$ cat config.mk
export PLATFORM = sky130hd
export DESIGN_NAME = adder_display_ctrl
export DESIGN_NICKNAME = d
export VERILOG_FILES = /design/src/rtl/adder_disp_pkg.sv /design/src/rtl/adder.sv /design/src/rtl/disp_scan_timer.sv /design/src/rtl/adder_display_ctrl.sv
export SDC_FILE = /design/constraint.sdc
export NUM_CORES = 1
export LEC_CHECK = 0
export ABC_AREA = 1
export CAP_MARGIN = 20
export CORE_ASPECT_RATIO = 1.2
export CORE_UTILIZATION = 35
export DETAILED_ROUTE_END_ITERATION = 8
export MAX_ROUTING_LAYER = met4
export SLEW_MARGIN = 25
export SYNTH_ARGS = -nofsm -noshare
export SYNTH_HDL_FRONTEND = slang
export SYNTH_HIERARCHICAL = 1
export SYNTH_SLANG_ARGS = --single-unit
export TNS_END_PERCENT = 1
$ cat constraint.sdc
create_clock -name clk -period 5.1 [get_ports clk]
set_input_delay 1.53 -clock clk [delete_from_list [all_inputs] [get_ports clk]]
set_output_delay 1.53 -clock clk [all_outputs]
set_load 0.05 [all_outputs]
$ cat src/rtl/adder_disp_pkg.sv
// Shared types and helpers for the adder / 7-segment display controller.
package adder_disp_pkg;

    typedef enum logic [1:0] {IDLE, ADD, CONV, SHOW} state_t;

    localparam logic [7:0] SEG_BLANK = 8'hFF;

    // Active-low {a,b,c,d,e,f,g,dp}; dp always off.
    function automatic logic [7:0] seg_enc(input logic [3:0] d);
        case (d)
            4'd0:    seg_enc = 8'h03;
            4'd1:    seg_enc = 8'h9F;
            4'd2:    seg_enc = 8'h25;
            4'd3:    seg_enc = 8'h0D;
            4'd4:    seg_enc = 8'h99;
            4'd5:    seg_enc = 8'h49;
            4'd6:    seg_enc = 8'h41;
            4'd7:    seg_enc = 8'h1F;
            4'd8:    seg_enc = 8'h01;
            4'd9:    seg_enc = 8'h09;
            default: seg_enc = SEG_BLANK;
        endcase
    endfunction

endpackage

$ cat src/rtl/adder.sv
// 3-bit ripple-carry adder with the carry out forming the 4th sum bit.
module adder (
    input  logic [2:0] i_a,
    input  logic [2:0] i_b,
    output logic [3:0] o_sum
);

    logic w_c1, w_c2, w_c3;

    assign o_sum[0] = i_a[0] ^ i_b[0];
    assign w_c1     = i_a[0] & i_b[0];
    assign o_sum[1] = i_a[1] ^ i_b[1] ^ w_c1;
    assign w_c2     = (i_a[1] & i_b[1]) | (w_c1 & (i_a[1] ^ i_b[1]));
    assign o_sum[2] = i_a[2] ^ i_b[2] ^ w_c2;
    assign w_c3     = (i_a[2] & i_b[2]) | (w_c2 & (i_a[2] ^ i_b[2]));
    assign o_sum[3] = w_c3;

endmodule

$ cat src/rtl/disp_scan_timer.sv
// Digit scan divider: counts 0..REFRESH_DIV-1 while enabled and toggles the scanned digit on wrap.
module disp_scan_timer #(
    parameter int unsigned REFRESH_DIV = 50000
) (
    input  logic clk,
    input  logic rst,
    input  logic i_en,
    output logic o_tens_slot_nxt
);

    localparam int unsigned CntW = (REFRESH_DIV > 1) ? $clog2(REFRESH_DIV) : 1;

    logic [CntW-1:0] r_cnt, w_cnt_d;
    logic            r_tens_slot, w_tens_slot_d;

    always_comb begin
        w_cnt_d       = r_cnt;
        w_tens_slot_d = r_tens_slot;
        if (i_en) begin
            if (r_cnt == CntW'(REFRESH_DIV - 1)) begin
                w_cnt_d       = '0;
                w_tens_slot_d = ~r_tens_slot;
            end else begin
                w_cnt_d = r_cnt + CntW'(1);
            end
        end
    end

    always_ff @(posedge clk) begin
        if (rst) begin
            r_cnt       <= '0;
            r_tens_slot <= 1'b0;
        end else begin
            r_cnt       <= w_cnt_d;
            r_tens_slot <= w_tens_slot_d;
        end
    end

    // Next-slot view lets the owner register seg/dig_sel in step with the slot change.
    assign o_tens_slot_nxt = w_tens_slot_d;

endmodule

$ cat src/rtl/adder_display_ctrl.sv
// Sequences operand capture, ripple add, BCD split and multiplexed 2-digit 7-segment output.
module adder_display_ctrl
    import adder_disp_pkg::*;
#(
    parameter int unsigned REFRESH_DIV   = 50000,
    parameter bit          BLANK_LEADING = 1'b1
) (
    input  logic       clk,
    input  logic       rst,
    input  logic       start,
    input  logic [2:0] in_a,
    input  logic [2:0] in_b,
    output logic       busy,
    output logic       done,
    output logic [3:0] sum,
    output logic [7:0] seg,
    output logic [1:0] dig_sel
);

    state_t     r_state, w_state_d;
    logic [2:0] r_a, r_b;
    logic [3:0] r_sum, w_add_sum;
    logic       r_tens, w_tens_d;
    logic [3:0] r_ones, w_ones_d;
    logic       r_valid, w_valid_d;
    logic       r_done;
    logic [7:0] r_seg, w_seg_d;
    logic [1:0] r_dig_sel, w_dig_sel_d;
    logic       w_accept;
    logic       w_tens_slot_d;

    adder u_adder (
        .i_a   (r_a),
        .i_b   (r_b),
        .o_sum (w_add_sum)
    );

    disp_scan_timer #(
        .REFRESH_DIV (REFRESH_DIV)
    ) u_scan (
        .clk             (clk),
        .rst             (rst),
        .i_en            (r_state == SHOW),
        .o_tens_slot_nxt (w_tens_slot_d)
    );

    always_comb begin
        w_state_d = r_state;
        w_accept  = 1'b0;
        case (r_state)
            IDLE, SHOW: begin
                if (start) begin
                    w_state_d = ADD;
                    w_accept  = 1'b1;
                end
            end
            ADD:     w_state_d = CONV;
            CONV:    w_state_d = SHOW;
            default: w_state_d = IDLE;
        endcase
    end

    // Digits only change when CONV completes, so a restart from SHOW keeps the old readout.
    always_comb begin
        w_tens_d    = r_tens;
        w_ones_d    = r_ones;
        w_valid_d   = r_valid;
        w_seg_d     = SEG_BLANK;
        w_dig_sel_d = 2'b11;
        if (r_state == CONV) begin
            w_tens_d  = (r_sum >= 4'd10);
            w_ones_d  = w_tens_d ? (r_sum - 4'd10) : r_sum;
            w_valid_d = 1'b1;
        end
        if (w_valid_d) begin
            if (w_tens_slot_d) begin
                w_dig_sel_d = 2'b01;
                w_seg_d     = (BLANK_LEADING && !w_tens_d) ? SEG_BLANK
                                                           : seg_enc({3'b000, w_tens_d});
            end else begin
                w_dig_sel_d = 2'b10;
                w_seg_d     = seg_enc(w_ones_d);
            end
        end
    end

    always_ff @(posedge clk) begin
        if (rst) begin
            r_state   <= IDLE;
            r_a       <= '0;
            r_b       <= '0;
            r_sum     <= '0;
            r_tens    <= 1'b0;
            r_ones    <= '0;
            r_valid   <= 1'b0;
            r_done    <= 1'b0;
            r_seg     <= SEG_BLANK;
            r_dig_sel <= 2'b11;
        end else begin
            r_state <= w_state_d;
            if (w_accept) begin
                r_a <= in_a;
                r_b <= in_b;
            end
            if (r_state == ADD) begin
                r_sum <= w_add_sum;
            end
            r_tens    <= w_tens_d;
            r_ones    <= w_ones_d;
            r_valid   <= w_valid_d;
            r_done    <= (r_state == CONV);
            r_seg     <= w_seg_d;
            r_dig_sel <= w_dig_sel_d;
        end
    end

    assign busy    = (r_state == ADD) || (r_state == CONV);
    assign done    = r_done;
    assign sum     = r_sum;
    assign seg     = r_seg;
    assign dig_sel = r_dig_sel;

endmodule

==> run_results.csv <==
group,metric,value,unit
status,status,"complete, no violations",
sta,rsz0062_at_grt,"false",
yosys,ys_seq_area_share,38.8,%
finish,areaGrowthSynthToFinish,18.3,%
die,core_area,0.00641,mm²
clocking,post-cts-setup-buffers,0,
placed_design,place_area,0.00263,mm²
grt,grt_pass1_vias,1879,
sta,fin_skew,0.00737,ns
yosys,ys_ff_latch,45,
die,ios,25,
placed_design,dp_hpwl,3.48,mm
route,drt-wirelength-per-cell,10.4,µm
finish,drive_gt1_share,11.2,%
yosys,ys.flop_type,"dfxtp_1",
yosys,ys_async_sr_fraction,0,%
clocking,cts_htree_levels,2,
sta,hold_violations,0,
sta,final-setup-viol-count,0,
yosys,synth_cell_types,36,
clocking,root_buffer,"clkbuf_8",
finish,mostFrequentLayoutCell,"nand2_1",
placed_design,gp_congestion,0.833,
yosys,syn_nets,345,
route,wirelength,4.53,mm
route,final_antenna_net_count,0,
die,die_x,76.3,µm
yosys,yosysTopAreaCell,"dfxtp_1",
finish,final_net_count,370,
setup_path,worst_setup_path_start_kind,"flip-flop",
finish,final_cell_mix,"nand2_1 (82), nor2_1 (48), dfxtp_1 (45), inv_1 (44), clkdlybuf4s50_1 (23)",
setup_path,slowest_delay,0.79,ns
grt,grt_max_degree,25,
route,drc_errors,0,
yosys,synth-edff-count,0,
sta,maxSlewViolCount,0,
finish,fin_area,0.00275,mm²
clocking,cts_buffers,5,
yosys,synthTopCellsByArea,"dfxtp_1 (39%), nand2_1 (13%), nor2_1 (7.8%)",
setup_path,cp_slowest_cell,"clkdlybuf4s50_1",
setup_path,path_buf_inv,3,
power,ir_worst_vdd,0.232,mV
power,power_density,463,mW/mm²
sta,final.period_utilization,67.7,%
finish,fill_cells,708,
yosys,ys_warn_count,6,
setup_path,required,3.57,ns
sta,fin_crit,3.45,ns
route,routed_via_density,4.50,
setup_path,cp.arrival,1.92,ns
grt,grt_usage,14.4,%
power,leakage,1.15,nW
die,die_area,0.00696,mm²
setup_path,path_delay_family,"buffers and inverters",
route,first_pass_iters,4,
yosys,netlist.area_leader.share,38.8,%
sta,setup_tns,0,ns
clocking,clock_latency,0.30,ns
placed_design,io_buffers,23,
sta,fmax,289,MHz
setup_path,crit_chain,"inv_1 > ha_1 > inv_1 > clkdlybuf4s50_1",
grt,overflow,0,
worst_hold_path,hp-class,"reg2reg",
die,num_rows,32,
setup_path,cp-end-kind,"output port",
die,die_h,91.2,µm
clocking,cts_buffer_depth,2,
die,initial_core_util,36.2,%
route,drtIter0Drc,77,
yosys,syn_area,0.00232,mm²
finish,diodes,0,
clocking,cts_resized,0,
run,cap_viol_max_count,0,
sta,whs,0.472,ns
clocking,cts_tree,"built",
yosys,syn_inst,323,
clocking,hold_buffers,0,
route,vias,1952,
setup_path,cp_max_fo,3,
grt,grt_pass1_wl,7.84,mm
sta,max_slew_margin,66.3,%
clocking,cts.sinks,45,
setup_path,crit_top_cell,"inv_1",
sta,tightest_slew,0.504,ns
grt,antenna_found_initial,0,
yosys,avgSynthCellArea,7.19,µm²
clocking,path_clk_slew,0.09,ns
setup_path,path_class,"reg2out",
sequential cells by signal (all words and copies together), names as in the netlist:
| name | flops |
|---|---|
| u_scan/r_cnt | 16 |
| seg | 7 |
| r_ones | 4 |
| sum | 4 |
| r_a | 3 |
| r_b | 3 |
| dig_sel | 2 |
| r_state | 2 |
| done | 1 |
| r_tens | 1 |
| r_valid | 1 |
| u_scan/r_tens_slot | 1 |
worst paths after layout:
check / start / cells past startpoint / slack [ns] / end
setup reg to reg: r_state[0] / 12 / 3.19 / seg[1]
hold / removal: r_b[2] / 2 / 0.47 / r_b[2]
hold reg to reg: r_b[2] / 2 / 0.47 / r_b[2]
setup / recovery: r_state[0] / 4 / 1.65 / busy
report_power, final:
group	internal [mW]	total, mW	switching [mW]	leakage (nW)
Combinational	0.184	0.548	0.364	0.731
Sequential	0.411	0.443	0.0317	0.366
Clock	0.159	0.281	0.122	0.0574
Total	0.755	1.27	0.518	1.15
area by class of cell:
class	count	area [µm²]	area share (%)
Timing Repair Buffer	24	238	8.66
Inverter	52	195	7.11
Multi-Input combinational cell	220	1190	43.2
Sequential cell	45	901	32.8
Clock buffer	6	82.6	3.01
Clock inverter	2	37.5	1.37
Tap cell	85	106	3.87
per-stage QoR:
step                      power, mW  instances  worst slack, ns  util [%]
after global routing           1.36        434             1.56      42.9
after floorplan               0.859        323             2.54         -
final                          1.27        434             1.65      42.9
after CTS                      1.29        434             1.62      42.9
after global placement        0.996        426             1.99      41.0
after detailed placement       1.01        426             1.97      41.0
synthesized netlist by cell type (2+ instances only):
| cell | number |
|---|---|
| nand4_1 | 4 |
| or2_1 | 2 |
| nand2_1 | 82 |
| nand3_1 | 14 |
| nand3_2 | 3 |
| dfxtp_1 | 45 |
| nand2_2 | 5 |
| inv_1 | 44 |
| nor3_1 | 5 |
| nor2_2 | 2 |
| o21ai_1 | 3 |
| a211oi_1 | 5 |
| xor2_1 | 3 |
| o21ai_2 | 2 |
| nor2_4 | 4 |
| a21oi_1 | 12 |
| inv_2 | 8 |
| ha_1 | 11 |
| fa_1 | 2 |
| buf_4 | 4 |
| nor2_1 | 48 |
routing by layer:
layer  wire [µm]  share of wire [%]  GRT usage [%]  vias to the layer above
li1            -                  -              -                     1038
met1        2050                 45           14.9                      883
met2        2300                 51           26.9                       25
met3         110                2.4           2.41                        6
met4          74                1.6           5.29                        0
met5           0                  0              -                        -
worst reg2reg max path: cells and delay by family (launching register included):
family | cells | cell delay (ns)
buffers and inverters | 2 | 0.15
and+or+nand+nor | 8 | 0.78
AOI/OAI and AO/OA | 1 | 0.13
adders and majority gates | 1 | 0.35
DFF | 1 | 0.37
cell families (layout without fill, tap and decap cells):
group / Yosys count / after routing / synth area share, %
muxes: 1 / 1 / 0.431
AOI/OAI and AO/OA: 29 / 29 / 8.41
other: 1 / 1 / 0.162
buffers and inverters: 58 / 84 / 10.1
adders and majority gates: 13 / 13 / 7.65
DFF: 45 / 45 / 38.8
xor gates and xnor gates: 3 / 3 / 1.13
and+or+nand+nor: 173 / 173 / 33.3
Note: power is estimated with default switching activity, not from simulation.
